$ cat src/rtl/usrt_pkg.sv
// Shared definitions for the serial receive path: frame geometry, FIFO entry
// layout and the deframer state encoding.
package usrt_pkg;

  localparam int DATA_BITS = 8;
  localparam int BAUD_W    = 8;
  // Entry layout: {perr, ferr, data[7:0]}
  localparam int ENTRY_W   = DATA_BITS + 2;
  localparam int PERR_BIT  = DATA_BITS + 1;
  localparam int FERR_BIT  = DATA_BITS;

  typedef enum logic [2:0] {
    ST_IDLE   = 3'd0,
    ST_START  = 3'd1,
    ST_DATA   = 3'd2,
    ST_PARITY = 3'd3,
    ST_STOP   = 3'd4
  } rx_state_t;

  // A bit period shorter than two clocks has no usable mid-bit point.
  function automatic logic [BAUD_W-1:0] eff_baud(input logic [BAUD_W-1:0] baud);
    return (baud < BAUD_W'(2)) ? BAUD_W'(2) : baud;
  endfunction

endpackage

$ cat src/rtl/rx_fifo.sv
// First-word-fall-through holding FIFO for received frames. A push into a full
// FIFO is dropped (and flagged) unless a pop frees a slot in the same cycle.
module rx_fifo #(
  parameter int WIDTH = 10,
  parameter int DEPTH = 4
) (
  input  logic             clk,
  input  logic             rst_n,
  input  logic             push,
  input  logic [WIDTH-1:0] push_data,
  input  logic             ready,
  output logic             valid,
  output logic [WIDTH-1:0] head,
  output logic             overrun
);

  localparam int AW = (DEPTH > 1) ? $clog2(DEPTH) : 1;

  // Handshake: valid means head holds the oldest entry; it is removed on any
  // clock edge where valid && ready, and head/valid never depend on ready.
  logic [AW:0]      wr_ptr;
  logic [AW:0]      rd_ptr;
  logic [WIDTH-1:0] mem [DEPTH];
  logic             empty;
  logic             full;
  logic             pop;
  logic             accept;

  assign empty  = (wr_ptr == rd_ptr);
  assign full   = (wr_ptr[AW] != rd_ptr[AW]) && (wr_ptr[AW-1:0] == rd_ptr[AW-1:0]);
  assign pop    = valid && ready;
  assign accept = push && (!full || pop);

  assign valid  = !empty;
  // Head is forced to zero while empty so stale entries never leak out.
  assign head   = empty ? '0 : mem[rd_ptr[AW-1:0]];

  always_ff @(posedge clk or negedge rst_n) begin
    if (!rst_n) begin
      wr_ptr  <= '0;
      rd_ptr  <= '0;
      overrun <= 1'b0;
    end else begin
      if (accept) wr_ptr <= wr_ptr + 1'b1;
      if (pop)    rd_ptr <= rd_ptr + 1'b1;
      overrun <= push && full && !pop;
    end
  end

  always_ff @(posedge clk) begin
    if (accept) mem[wr_ptr[AW-1:0]] <= push_data;
  end

endmodule

$ cat src/rtl/rx_deframer.sv
// Asynchronous serial receiver: synchronizes the line, deframes start/data/
// parity/stop bits and queues {perr, ferr, data} into a holding FIFO.
module rx_deframer
  import usrt_pkg::*;
#(
  parameter int DEPTH = 4
) (
  input  logic        i_Pclk,
  input  logic        i_Presetn,
  input  logic [7:0]  i_Baud,
  input  logic        i_Enable,
  input  logic        i_Parity_En,
  input  logic        i_Parity_Odd,
  input  logic        i_Rx_Serial,
  input  logic        i_Ready,
  output logic        o_Valid,
  output logic [7:0]  o_Data,
  output logic        o_Perr,
  output logic        o_Ferr,
  output logic        o_Overrun,
  output rx_state_t   o_State
);

  logic                 rx_meta;
  logic                 rx_sync;
  rx_state_t            state;
  logic [BAUD_W-1:0]    cnt;
  logic [BAUD_W-1:0]    baud_q;
  logic [BAUD_W-1:0]    half_cnt;
  logic                 bit_end;
  logic [2:0]           bit_idx;
  logic [DATA_BITS-1:0] shreg;
  logic                 par_en_q;
  logic                 par_odd_q;
  logic                 perr_q;
  logic                 push;
  logic [ENTRY_W-1:0]   push_data;
  logic [ENTRY_W-1:0]   head;

  always_ff @(posedge i_Pclk or negedge i_Presetn) begin
    if (!i_Presetn) begin
      rx_meta <= 1'b1;
      rx_sync <= 1'b1;
    end else begin
      rx_meta <= i_Rx_Serial;
      rx_sync <= rx_meta;
    end
  end

  assign half_cnt = baud_q >> 1;
  assign bit_end  = (cnt == baud_q - BAUD_W'(1));

  // The push is taken on the stop-sample edge itself so the frame is visible
  // at the FIFO head in the very next cycle.
  assign push      = i_Enable && (state == ST_STOP) && bit_end;
  assign push_data = {perr_q, ~rx_sync, shreg};

  always_ff @(posedge i_Pclk or negedge i_Presetn) begin
    if (!i_Presetn) begin
      state     <= ST_IDLE;
      cnt       <= '0;
      baud_q    <= BAUD_W'(2);
      bit_idx   <= '0;
      shreg     <= '0;
      par_en_q  <= 1'b0;
      par_odd_q <= 1'b0;
      perr_q    <= 1'b0;
    end else if (!i_Enable) begin
      state <= ST_IDLE;
      cnt   <= '0;
    end else begin
      case (state)
        ST_IDLE: begin
          if (!rx_sync) begin
            state     <= ST_START;
            cnt       <= '0;
            baud_q    <= eff_baud(i_Baud);
            par_en_q  <= i_Parity_En;
            par_odd_q <= i_Parity_Odd;
          end
        end
        ST_START: begin
          if (cnt == half_cnt) begin
            cnt     <= '0;
            bit_idx <= '0;
            perr_q  <= 1'b0;
            state   <= rx_sync ? ST_IDLE : ST_DATA;
          end else begin
            cnt <= cnt + BAUD_W'(1);
          end
        end
        ST_DATA: begin
          if (bit_end) begin
            cnt   <= '0;
            shreg <= {rx_sync, shreg[DATA_BITS-1:1]};
            if (bit_idx == 3'(DATA_BITS - 1)) begin
              state <= par_en_q ? ST_PARITY : ST_STOP;
            end else begin
              bit_idx <= bit_idx + 3'd1;
            end
          end else begin
            cnt <= cnt + BAUD_W'(1);
          end
        end
        ST_PARITY: begin
          if (bit_end) begin
            cnt    <= '0;
            perr_q <= ^{shreg, rx_sync, par_odd_q};
            state  <= ST_STOP;
          end else begin
            cnt <= cnt + BAUD_W'(1);
          end
        end
        ST_STOP: begin
          if (bit_end) begin
            cnt   <= '0;
            state <= ST_IDLE;
          end else begin
            cnt <= cnt + BAUD_W'(1);
          end
        end
        default: begin
          state <= ST_IDLE;
          cnt   <= '0;
        end
      endcase
    end
  end

  rx_fifo #(
    .WIDTH (ENTRY_W),
    .DEPTH (DEPTH)
  ) u_fifo (
    .clk       (i_Pclk),
    .rst_n     (i_Presetn),
    .push      (push),
    .push_data (push_data),
    .ready     (i_Ready),
    .valid     (o_Valid),
    .head      (head),
    .overrun   (o_Overrun)
  );

  assign o_Data  = head[DATA_BITS-1:0];
  assign o_Ferr  = head[FERR_BIT];
  assign o_Perr  = head[PERR_BIT];
  assign o_State = state;

endmodule

$ cat config.mk
export PLATFORM = sky130hd
export DESIGN_NAME = rx_deframer
export DESIGN_NICKNAME = d
export VERILOG_FILES = /design/src/rtl/usrt_pkg.sv /design/src/rtl/rx_fifo.sv /design/src/rtl/rx_deframer.sv
export SDC_FILE = /design/constraint.sdc
export NUM_CORES = 1
export LEC_CHECK = 0
export ABC_AREA = 1
export BUFFER_PORTS_ARGS = -buffer_cell sky130_fd_sc_hd__buf_4
export CAP_MARGIN = 25
export CORE_AREA = 3 3 133 135
export CTS_CLUSTER_DIAMETER = 150
export DETAILED_ROUTE_END_ITERATION = 16
export DIE_AREA = 0 0 136 138
export SYNTH_ARGS = -nofsm -noshare
export SYNTH_HDL_FRONTEND = slang
export SYNTH_SLANG_ARGS = --single-unit
$ cat constraint.sdc
create_clock -name i_Pclk -period 2.82 [get_ports i_Pclk]
set_input_delay 0.423 -clock i_Pclk [delete_from_list [all_inputs] [get_ports i_Pclk]]
set_output_delay 0.423 -clock i_Pclk [all_outputs]
set_load 0.05 [all_outputs]
### After elaboration in Yosys (flattened, before gate mapping)

Memories as Yosys holds them, arrays and structs flattened.
Cells that the tools add are included.

* input port bits: 15
* register bits: 42
* memory bits (writable): 40
* word-level logic and storage cells: 88
* memories kept: 1
* output and inout port bits: 15

* bitwise gates (word level): 1
* equality and inequality tests: 20
* add/subtract/negate cells: 5
* reductions and logical operators: 21
* muxes and demuxes: 26
* order comparisons: 1

Memories
* u_fifo.mem: words 4, bits a word 10, read ports 1, clocked after Yosys merged registers in 0, wr ports 1, line rx_fifo.sv:23 `logic [WIDTH-1:0] mem [DEPTH];`

Operators by type and width (number)
* 8-bit 2-to-1 mux: 5
* 3-bit 2-to-1 mux: 11
* 8-bit one-hot mux with 3 select lines: 1
* 3-bit != test (second input constant): 6
* 3-bit one-hot mux with 5 select lines: 1
* 10-bit 2-to-1 mux: 1
* 10-bit XOR reduction: 1
* 3-bit by 1-bit adder with 3-bit output (second input constant): 3
* 8-bit by 1-bit adder with 8-bit output (second input constant): 1
* 8-bit by 7-bit equality test with 1-bit output: 1
* 8-bit equality test: 1
* 8-bit by 2-bit < comparator with 1-bit output (second input constant): 1
* 2-bit != test (second input constant): 4
* 8-bit by 1-bit subtractor with 8-bit output (second input constant): 1
* 1-bit logical AND: 7
* 3-bit by 2-bit equality test with 1-bit output (second input constant): 2
* 3-bit equality test (second input constant): 2
* 3-bit one-hot mux with 2 select lines: 1
* 3-bit AND reduction: 2
* 6-bit AND reduction: 1
* 5-bit AND reduction: 1
* 1-bit 2-to-1 mux: 4
* 4-bit AND reduction: 1
* 2-bit nonzero test: 2
* 11 further kinds: 13

### Longest topological paths before layout

Gate-level depths: netlist of run 1.

* depth after elaboration: 7
* gate-level depth with buffers: 16
* mapped depth without buffers: 16

### Modules after synthesis

From an unflattened synthesis of run 1, not the netlist that was laid out.

* cell total of the unflattened synthesis: 464
* area, all modules: 4100.2 µm²

Modules (own cells, without submodules)
* rx_deframer: instances 1, cells each 284, sequential area each 879.6 µm², area each 2094.5 µm²
* rx_fifo: instances 1, cells each 180, sequential area each 1376.3 µm², area each 2005.7 µm²

### Worst setup path after synthesis of run 1

OpenSTA, ideal clock, no wires.

* path kind: flip-flop to flip-flop
* start point: register baud_q[1]
* end point: memory u_fifo.mem[3][0], enable pin
* stages on the path, launching flop included: 14
* setup time: 0.392 ns
* required time: 2.428 ns
* path slack: 0.047 ns
* period minus slack after synthesis: 2.773 ns
* buffers on the path: 0
* arrival time: 2.381 ns
* cells stage by stage: dfstp_2 > inv_1 > ha_1 > inv_1 > nand2_1 > nand2_1 > nand2_1 > nand2_1 > nand3_1 > nor2_1 > nand2_2 > inv_2 > nand3_4 > nor3b_1

* cells in the longest elaborated chain, start to end: 6

RTL lines
* from (decl): line rx_deframer.sv:28 `logic [BAUD_W-1:0] baud_q;`
* from (signal assigned): line rx_deframer.sv:77 `baud_q <= eff_baud(i_Baud);`
* 8-bit by 1-bit subtractor with 8-bit output: line rx_deframer.sv:51 `assign bit_end = (cnt == baud_q - BAUD_W'(1));`
* 8-bit equality test: line rx_deframer.sv:51
* 1-bit logical AND: line rx_deframer.sv:55 `assign push = i_Enable && (state == ST_STOP) && bit_end;`
* 1-bit logical AND: line rx_fifo.sv:32 `assign accept = push && (!full || pop);`
* 1-bit 2-to-1 mux: line rx_fifo.sv:51 `if (accept) mem[wr_ptr[AW-1:0]] <= push_data;`
* 1-bit 2-to-1 mux (not written as such): line rx_fifo.sv:51
* to (decl): line rx_fifo.sv:23

Every way passes these cells.

### Worst setup path after layout of run 1

* start point: register baud_q[1]
* end point: memory u_fifo.mem[3][3], enable pin

Same word-level chain as after synthesis.

==> run summary, run 1 <==
Dividing the detail-routed wire length by the instance count gives 11.96 um. Across the run, the number of max-cap violations was 0. The maximum clock insertion buffer count is 2.

The post-synthesis instance total was 458; the count of boundary I/O pins was 30. The first global-routing pass estimated 14.64 mm of wire. Leaving out fill and tap cells, the most frequent cell in the layout is nand2_1. The number of global-route vias before repair is 2,938.

The die is 138 um tall. STA classifies the critical path startpoint as a flip-flop. The CTS buffer count is 9.

Origin of the critical flop-to-flop path: baud_q[1]$_DFFE_PN1P_. For the synthesized netlist net count, the log shows 482. In this run, distinct cell masters in the synthesized netlist total 34.

The most used cell along the critical path was nand2_1. The upper clock frequency limit is 413.3 MHz, and the vias per cell is 4.231. The post-synthesis instance area was 0.004124 mm2.

The number of failing setup endpoints in the final timing report is 0. In the routed design, unresolved DRC markers number 0. During synthesis, Yosys emitted a total of 0 warnings. The area growth from synthesis to layout was 19.33%; the standby leakage power was 0.002109 uW.

Detailed placement ended at an HPWL of 6.266 mm. For the worst-skew pair, the clock arrives at the later sink with an insertion delay of 0.34 ns. The run gives 0 as the number of antenna diodes.

Post-CTS clock slew at the launch and capture registers of the worst setup and hold paths: 0.07 ns. The run gives 82 as the total clock sinks. For this run, the slowest stage of the critical path takes 0.54 ns.

TritonCTS built the clock tree. The routed design has 8.611 mm of wire. Measured in cells, the most critical reg-to-reg path has a length of 14.

The number of I/O port buffers is 29, and the total global routing track utilization is 0.09837. The area share of the largest cell type after synthesis was 0.2913. In this run the remaining antenna-violating nets after routing total 0. Accumulated negative setup slack: 0 ns. In this run the horizontal extent of the chip is 136 um. The worst clock skew on the final layout came out at 0.005216 ns.

After the last flow step, the layout net total stands at 519. Summed over all layers, the global routing overflow is 0. Required time of the critical path: 2.86 ns. For the worst slew margin relative to its limit, the log shows 0.6295. Sorting the synthesized cells by area gives the leading types as edfxtp_1 29%, dfrtp_1 24%, nand2_1 11%. In the layout the commonest cells are 117 x nand2_1, 51 x inv_1, 48 x nor2_1. The pre-antenna-repair detailed-routing pass consisted of 4 iterations. Data arrives at the worst endpoint at 2.46 ns. In this run the mean area of a mapped cell was 9.004 um2.

The number of buffers inserted by post-CTS setup repair came out at 0. The areal power density over the cells was 972.8 mW/mm2; the number of pins with negative max-slew slack in the final report was 0. The logs give 47 for the site row count and 43 for the maximum number of pins on one net before global-route repair. The initial antenna violation count is 0, and the starting density of the core is 0.2487. Number of DRC violations after detailed-routing iteration 0: 298. The tools report the root buffer cell as clkbuf_16. Register-to-register setup slack: 0.40 ns. The core utilization of the finished layout is 0.2967, and the number of failing hold endpoints at the final stage is 0. Kind of path behind the tightest hold check: input port to async pin. After synthesis the netlist holds a flip-flop and latch count of 82. The setup path with the least slack is of type flip-flop to flip-flop.

The part of the cycle the worst path needs came out at 0.8580. The run finished with clean final reports. The final critical delay including setup and external delays works out to 2.420 ns. The critical path contains buffers and inverters numbering 4 combined. Number of H-tree branching levels: 3. The number of gates resized after CTS was 0. The overall via count from detail_route was 3,046.

Traced cell by cell, the critical path runs through inv_1 -> ha_1 -> inv_1 -> nand2_1 -> nand2_1 -> nand2_1 -> nand2_1 -> nand3_1 -> nor2_1 -> nand2_2 -> inv_2 -> nand3_4 -> nor3b_1 -> buf_4. The worst-case IR drop observed on VDD is 559.4 uV. The tools report the cts-stage hold buffer count as 0.

The kind of cell adding the most delay to the critical path was simple AND/OR/NAND/NOR gates. Proportion of layout cells with a drive suffix above 1: 0.1340. Counting the fill cells in the layout gives 1,788.

The cell accounting for the most synthesized area is edfxtp_1. The area of the core was 0.01658 mm2; the placer congestion estimate was 0.8373. At the pin with the least slew margin, the transition time is 0.5558 ns.

Of all nets on the critical path, the largest fanout is 10. The run gives 0.5470 as the sequential fraction of the synthesis area. STA classifies the critical path endpoint as a flip-flop.

Setup repair after global routing left no endpoint under its margin. The endpoint identified for the worst register-to-register timing path is u_fifo.mem[3][3]$_DFFE_PP_. The die covers 0.01877 mm2.

Among all stages on the critical path, the largest delay is contributed by dfstp_2.
## cell families after synthesis
family | synth area share
DFF | 0.5470
and+or+nand+nor | 0.2248
AOI/OAI and AO/OA | 0.08222
buffers and inverters | 0.06098
muxes | 0.002730
adders and majority gates | 0.02731
xor gates and xnor gates | 0.05492
## registers in the layout, summed over array words and instances (netlist names)
| register | flops |
|---|---|
| baud_q | 8 |
| bit_idx | 3 |
| cnt | 8 |
| o_State | 3 |
| par_en_q | 1 |
| par_odd_q | 1 |
| perr_q | 1 |
| rx_meta | 1 |
| rx_sync | 1 |
| shreg | 8 |
| u_fifo.mem | 40 |
| u_fifo.overrun | 1 |
| u_fifo.rd_ptr | 3 |
| u_fifo.wr_ptr | 3 |
## report_power, final
group | internal [uW] | leakage, uW | switching (uW) | total [uW]
combinational | 666 | 0.00109 | 1370 | 2040
clock | 622 | 0.000139 | 518 | 1140
sequential | 1390 | 0.000877 | 215 | 1610
## Yosys cell counts
library cell,number
nand2_1,117
inv_1,51
nor2_1,48
o21ai_0,42
edfxtp_1,40
dfrtp_1,39
nand3_1,26
o22ai_1,15
xor2_1,14
xnor2_1,10
ha_1,9
clkbuf_1,7
nor3_1,6
nor3b_1,4
a21oi_1,3
buf_2,3
dfstp_2,3
nand4_1,3
inv_2,2
nor2_2,2
a21o_1,1
and2_0,1
buf_6,1
mux2_2,1
nand2_2,1
nand3_2,1
nand3_4,1
nand3b_1,1
nor2_4,1
nor4_1,1
nor4_4,1
o211ai_1,1
o21ai_1,1
xor2_2,1
## through the flow
stage | cell area (um2) | hold WS [ns] | setup slack, ns | total power (uW) | cells
5_1_grt | 4921 | 0.1044 | 0.1075 | 5179 | 720
2_1_floorplan | 4124 | 0.1274 | 0.04692 | 3116 | 458
6_report | 4921 | 0.06394 | 0.4004 | 4787 | 720
4_1_cts | 4921 | 0.07704 | 0.3530 | 4851 | 720
3_5_place_dp | 4624 | 0.3522 | 0.4120 | 3681 | 704
3_3_place_gp | 4624 | 0.3473 | 0.4411 | 3684 | 704
## metal layers
| layer | track usage | vias up | part of all wire |
|---|---|---|---|
| li1 | - | 1575 | - |
| met5 | 0 | - | 0 |
| met2 | 0.1445 | 50 | 0.43 |
| met3 | 0.03016 | 13 | 0.047 |
| met1 | 0.1354 | 1408 | 0.50 |
| met4 | 0.03873 | 0 | 0.017 |
## worst max path at each step
stage                                       to                    startpoint  slack (ns)  depth (start not counted)
floorplan           u_fifo.mem[3][0]$_DFFE_PP_         baud_q[1]$_DFFE_PN1P_        0.05                         13
global placement    u_fifo.mem[3][4]$_DFFE_PP_         baud_q[1]$_DFFE_PN1P_        0.44                         14
detailed placement  u_fifo.mem[3][2]$_DFFE_PP_         baud_q[1]$_DFFE_PN1P_        0.41                         14
CTS                                  o_Data[4]  u_fifo.rd_ptr[0]$_DFFE_PN0P_        0.35                          6
global route        u_fifo.mem[2][0]$_DFFE_PP_         baud_q[1]$_DFFE_PN1P_        0.11                         14
finish              u_fifo.mem[3][3]$_DFFE_PP_         baud_q[1]$_DFFE_PN1P_        0.40                         14
## cell type report
cell class | instances | area [um2] | area share
tap | 220 | 275.3 | 0.05594
timing repair buffer | 37 | 277.8 | 0.05645
sequential | 82 | 2256 | 0.4584
multi-input combinational | 312 | 1617 | 0.3285
clock buffer | 9 | 225.2 | 0.04577
inverter | 53 | 198.9 | 0.04043
clock inverter | 7 | 71.32 | 0.01449
## worst reg2reg max path: stages, from the launching register on
cell and delay (ns):
dfstp_2 0.54, inv_1 0.08, ha_1 0.23, inv_1 0.06
nand2_1 0.06, nand2_1 0.07, nand2_1 0.05, nand2_1 0.08
nand3_1 0.08, nor2_1 0.14, nand2_2 0.12, inv_2 0.10
nand3_4 0.10, nor3b_1 0.19, buf_4 0.23
Power figures use the tool's default switching activity.
==> run 2: changes to the inputs <==
==> constraint.sdc (replaced) <==
create_clock -name i_Pclk -period 3.1 [get_ports i_Pclk]
set_input_delay 0.465 -clock i_Pclk [delete_from_list [all_inputs] [get_ports i_Pclk]]
set_output_delay 0.465 -clock i_Pclk [all_outputs]
set_load 0.05 [all_outputs]
==> run 2 against run 1 <==
Clock power decreased by 7%. Critical path depth down 7. Combinational power decreased by 9.8%. Largest cell class unchanged.
==> run summary, run 2 (synthesis gave the netlist of run 1 again) <==
The run finished with clean final reports. The die covers 0.01877 mm2. Buffers inserted to repair hold after CTS numbered 0. The post-route met1 wirelength is 4.380 mm. Along the worst path, the maximum fanout reaches 13.

The run gives 0 as the number of failing hold endpoints at the final stage. Area growth from synthesis to layout: 19.08%. Post-CTS clock slew at the launch and capture registers of the worst setup and hold paths: 0.07 ns. The starting density of the core was 0.2487. Flip-flop count of the largest register, all copies and words added: 40. The endpoint arrival time on the critical path came out at 2.15 ns. Buffers added to address setup during post-CTS repair amount to 0. Entering global routing, the biggest net connects 43 pins.

The logs give 2 for the maximum clock insertion buffer count and 0 for the number of pins with negative max-slew slack in the final report. In this run the static leakage power is 0.002109 uW. After the last flow step, the layout net total stands at 517.

CTS placed an instance of clkbuf_16 at the clock tree root. The worst hold margin was 0.1012 ns. Setup total negative slack on the finished layout was measured at 0 ns. Derived from the worst setup path, the maximum achievable clock frequency is 383.0 MHz.

The vias per cell was 4.259. The type of the worst setup path is flip-flop to primary output. The slew at the pin closest to its max-slew limit was 0.6019 ns; the area of the core was 0.01658 mm2.

At the worst endpoint, the required time is 2.63 ns. The floorplan step set the die height to 138 um. The count of boundary I/O pins came out at 30.

The first-pass detailed-route iteration total is 4, and the count of max-cap constraint violations is 0. The clock latency on the worst-skew pair was 0.35 ns; the number of I/O port buffers was 29. The tools report the worst clock skew on the final layout as 0.008658 ns. The average routed wire per standard cell was 12.14 um.

The congestion estimate from routability-driven global placement came to 0.8225. The logs give 3.791 mm for the amount of wire on met2 after detailed routing and 1,744 for the number of fill cells. The setup check on the worst reg-to-reg path leaves a slack of 0.68 ns. The logs give 0.09853 for the total global routing track utilization and 2,928 for the number of global-route vias before repair. After legalization and detailed placement, the total HPWL measured 6.290 mm. The run gives 9 as the CTS buffer count. In the routed design, unresolved DRC markers number 0.

The critical path goes through inv_1 -> nand2_1 -> a21oi_1 -> nand2_1 -> nand2_1 -> inv_1 -> buf_4. The logs give 47 for the site row count and 0 for the initial antenna violation count. Setup repair after global routing left no endpoint under its margin. The first global-routing pass estimated 14.65 mm of wire. The worst slew margin relative to its limit is 0.5983.

Once detail routing completed, the nets flagged for antenna violations numbered 0. The proportion of layout cells with a drive suffix above 1 was 0.1305. The most common cell after layout, fill and taps aside is nand2_1.

Part of the cycle the worst path needs: 0.8422. The worst setup path is captured at a primary output. For the number of antenna diodes, the log shows 0. Across the VDD grid, the largest voltage drop is 595.4 uV. The number of failing setup endpoints in the final timing report was 0; the maximum single-stage delay on the critical path was 0.52 ns.

The tools report the overall via count from detail_route as 3,058. The overall overflow remaining after global route was 0; the width of the chip was 136 um. The areal power density over the cells was 887.0 mW/mm2; the total clock sinks was 82.

The tightest min-delay check is of the input port to async pin type. The post-detailed-routing wire length is 8.716 mm. The number of H-tree branching levels was 3. TritonCTS built the clock tree. The run gives 0 as the count of instances resized after the clock tree is built. The top routing layer in use is met4. By instance count, the cell type seen most on the critical path is nand2_1. Number of DRC violations after detailed-routing iteration 0: 255. The top cell types in the final layout, fill and taps aside, are 117 x nand2_1, 51 x inv_1, 48 x nor2_1. The routed design uses 408 um of met3 wire. The final critical delay including setup and external delays came out at 2.611 ns. Among all stages on the critical path, the largest delay is contributed by dfrtp_1. The worst setup path is launched from a flip-flop.
==> run 2: worst paths after layout <==
check | cells past startpoint | start | end
worst min-delay path | 1 | i_Presetn | baud_q[5]$_DFFE_PN0P_
worst max register to register | 14 | baud_q[1]$_DFFE_PN1P_ | u_fifo.mem[3][4]$_DFFE_PP_
max in group asynchronous | 1 | i_Presetn | rx_meta$_DFF_PN1_
min in group i_Pclk | 1 | i_Rx_Serial | rx_meta$_DFF_PN1_
worst min register to register | 0 | rx_meta$_DFF_PN1_ | rx_sync$_DFF_PN1_
worst max-delay path | 7 | u_fifo.rd_ptr[1]$_DFFE_PN0P_ | o_Data[1]
==> run 2: routing by layer <==
layer | vias to the layer above | global-route usage
met5 | - | 0
met2 | 61 | 0.1455
met1 | 1406 | 0.1354
li1 | 1579 | -
met3 | 12 | 0.02798
met4 | 0 | 0.04085
==> run 2: layout make-up <==
| class | count | area, um2 | share of cell area |
|---|---|---|---|
| Timing Repair Buffer | 35 | 262.8 | 0.05350 |
| Clock inverter | 7 | 76.32 | 0.01554 |
| Multi-Input combinational cell | 312 | 1617 | 0.3292 |
| Tap cell | 220 | 275.3 | 0.05605 |
| Sequential cell | 82 | 2256 | 0.4594 |
| Clock buffer | 9 | 225.2 | 0.04586 |
| Inverter | 53 | 198.9 | 0.04051 |
==> run 2: metrics by stage <==
stage,total power (uW),setup slack [ns],instance area (um2),util,instances
after floorplan,2834,0.3269,4124,-,458
after global placement,3332,0.7094,4609,0.2780,702
after detailed placement,3324,0.6935,4609,0.2780,702
after CTS,4408,0.3887,4911,0.2961,718
after global routing,4689,0.2167,4911,0.2961,718
final,4356,0.4893,4911,0.2961,718
==> run 2: critical path: cells and delay by family, from the launching register on <==
kind | cells | cell delay [ns]
buffers and inverters | 3 | 0.55
AOI/OAI and AO/OA | 1 | 0.19
DFF | 1 | 0.52
and+or+nand+nor | 3 | 0.54
==> run 2: power by group <==
part	total (uW)	leakage (uW)	switching (uW)	internal (uW)
Clock	1060	0.000150	490	575
Sequential	1460	0.000877	189	1270
Combinational	1840	0.00108	1250	589
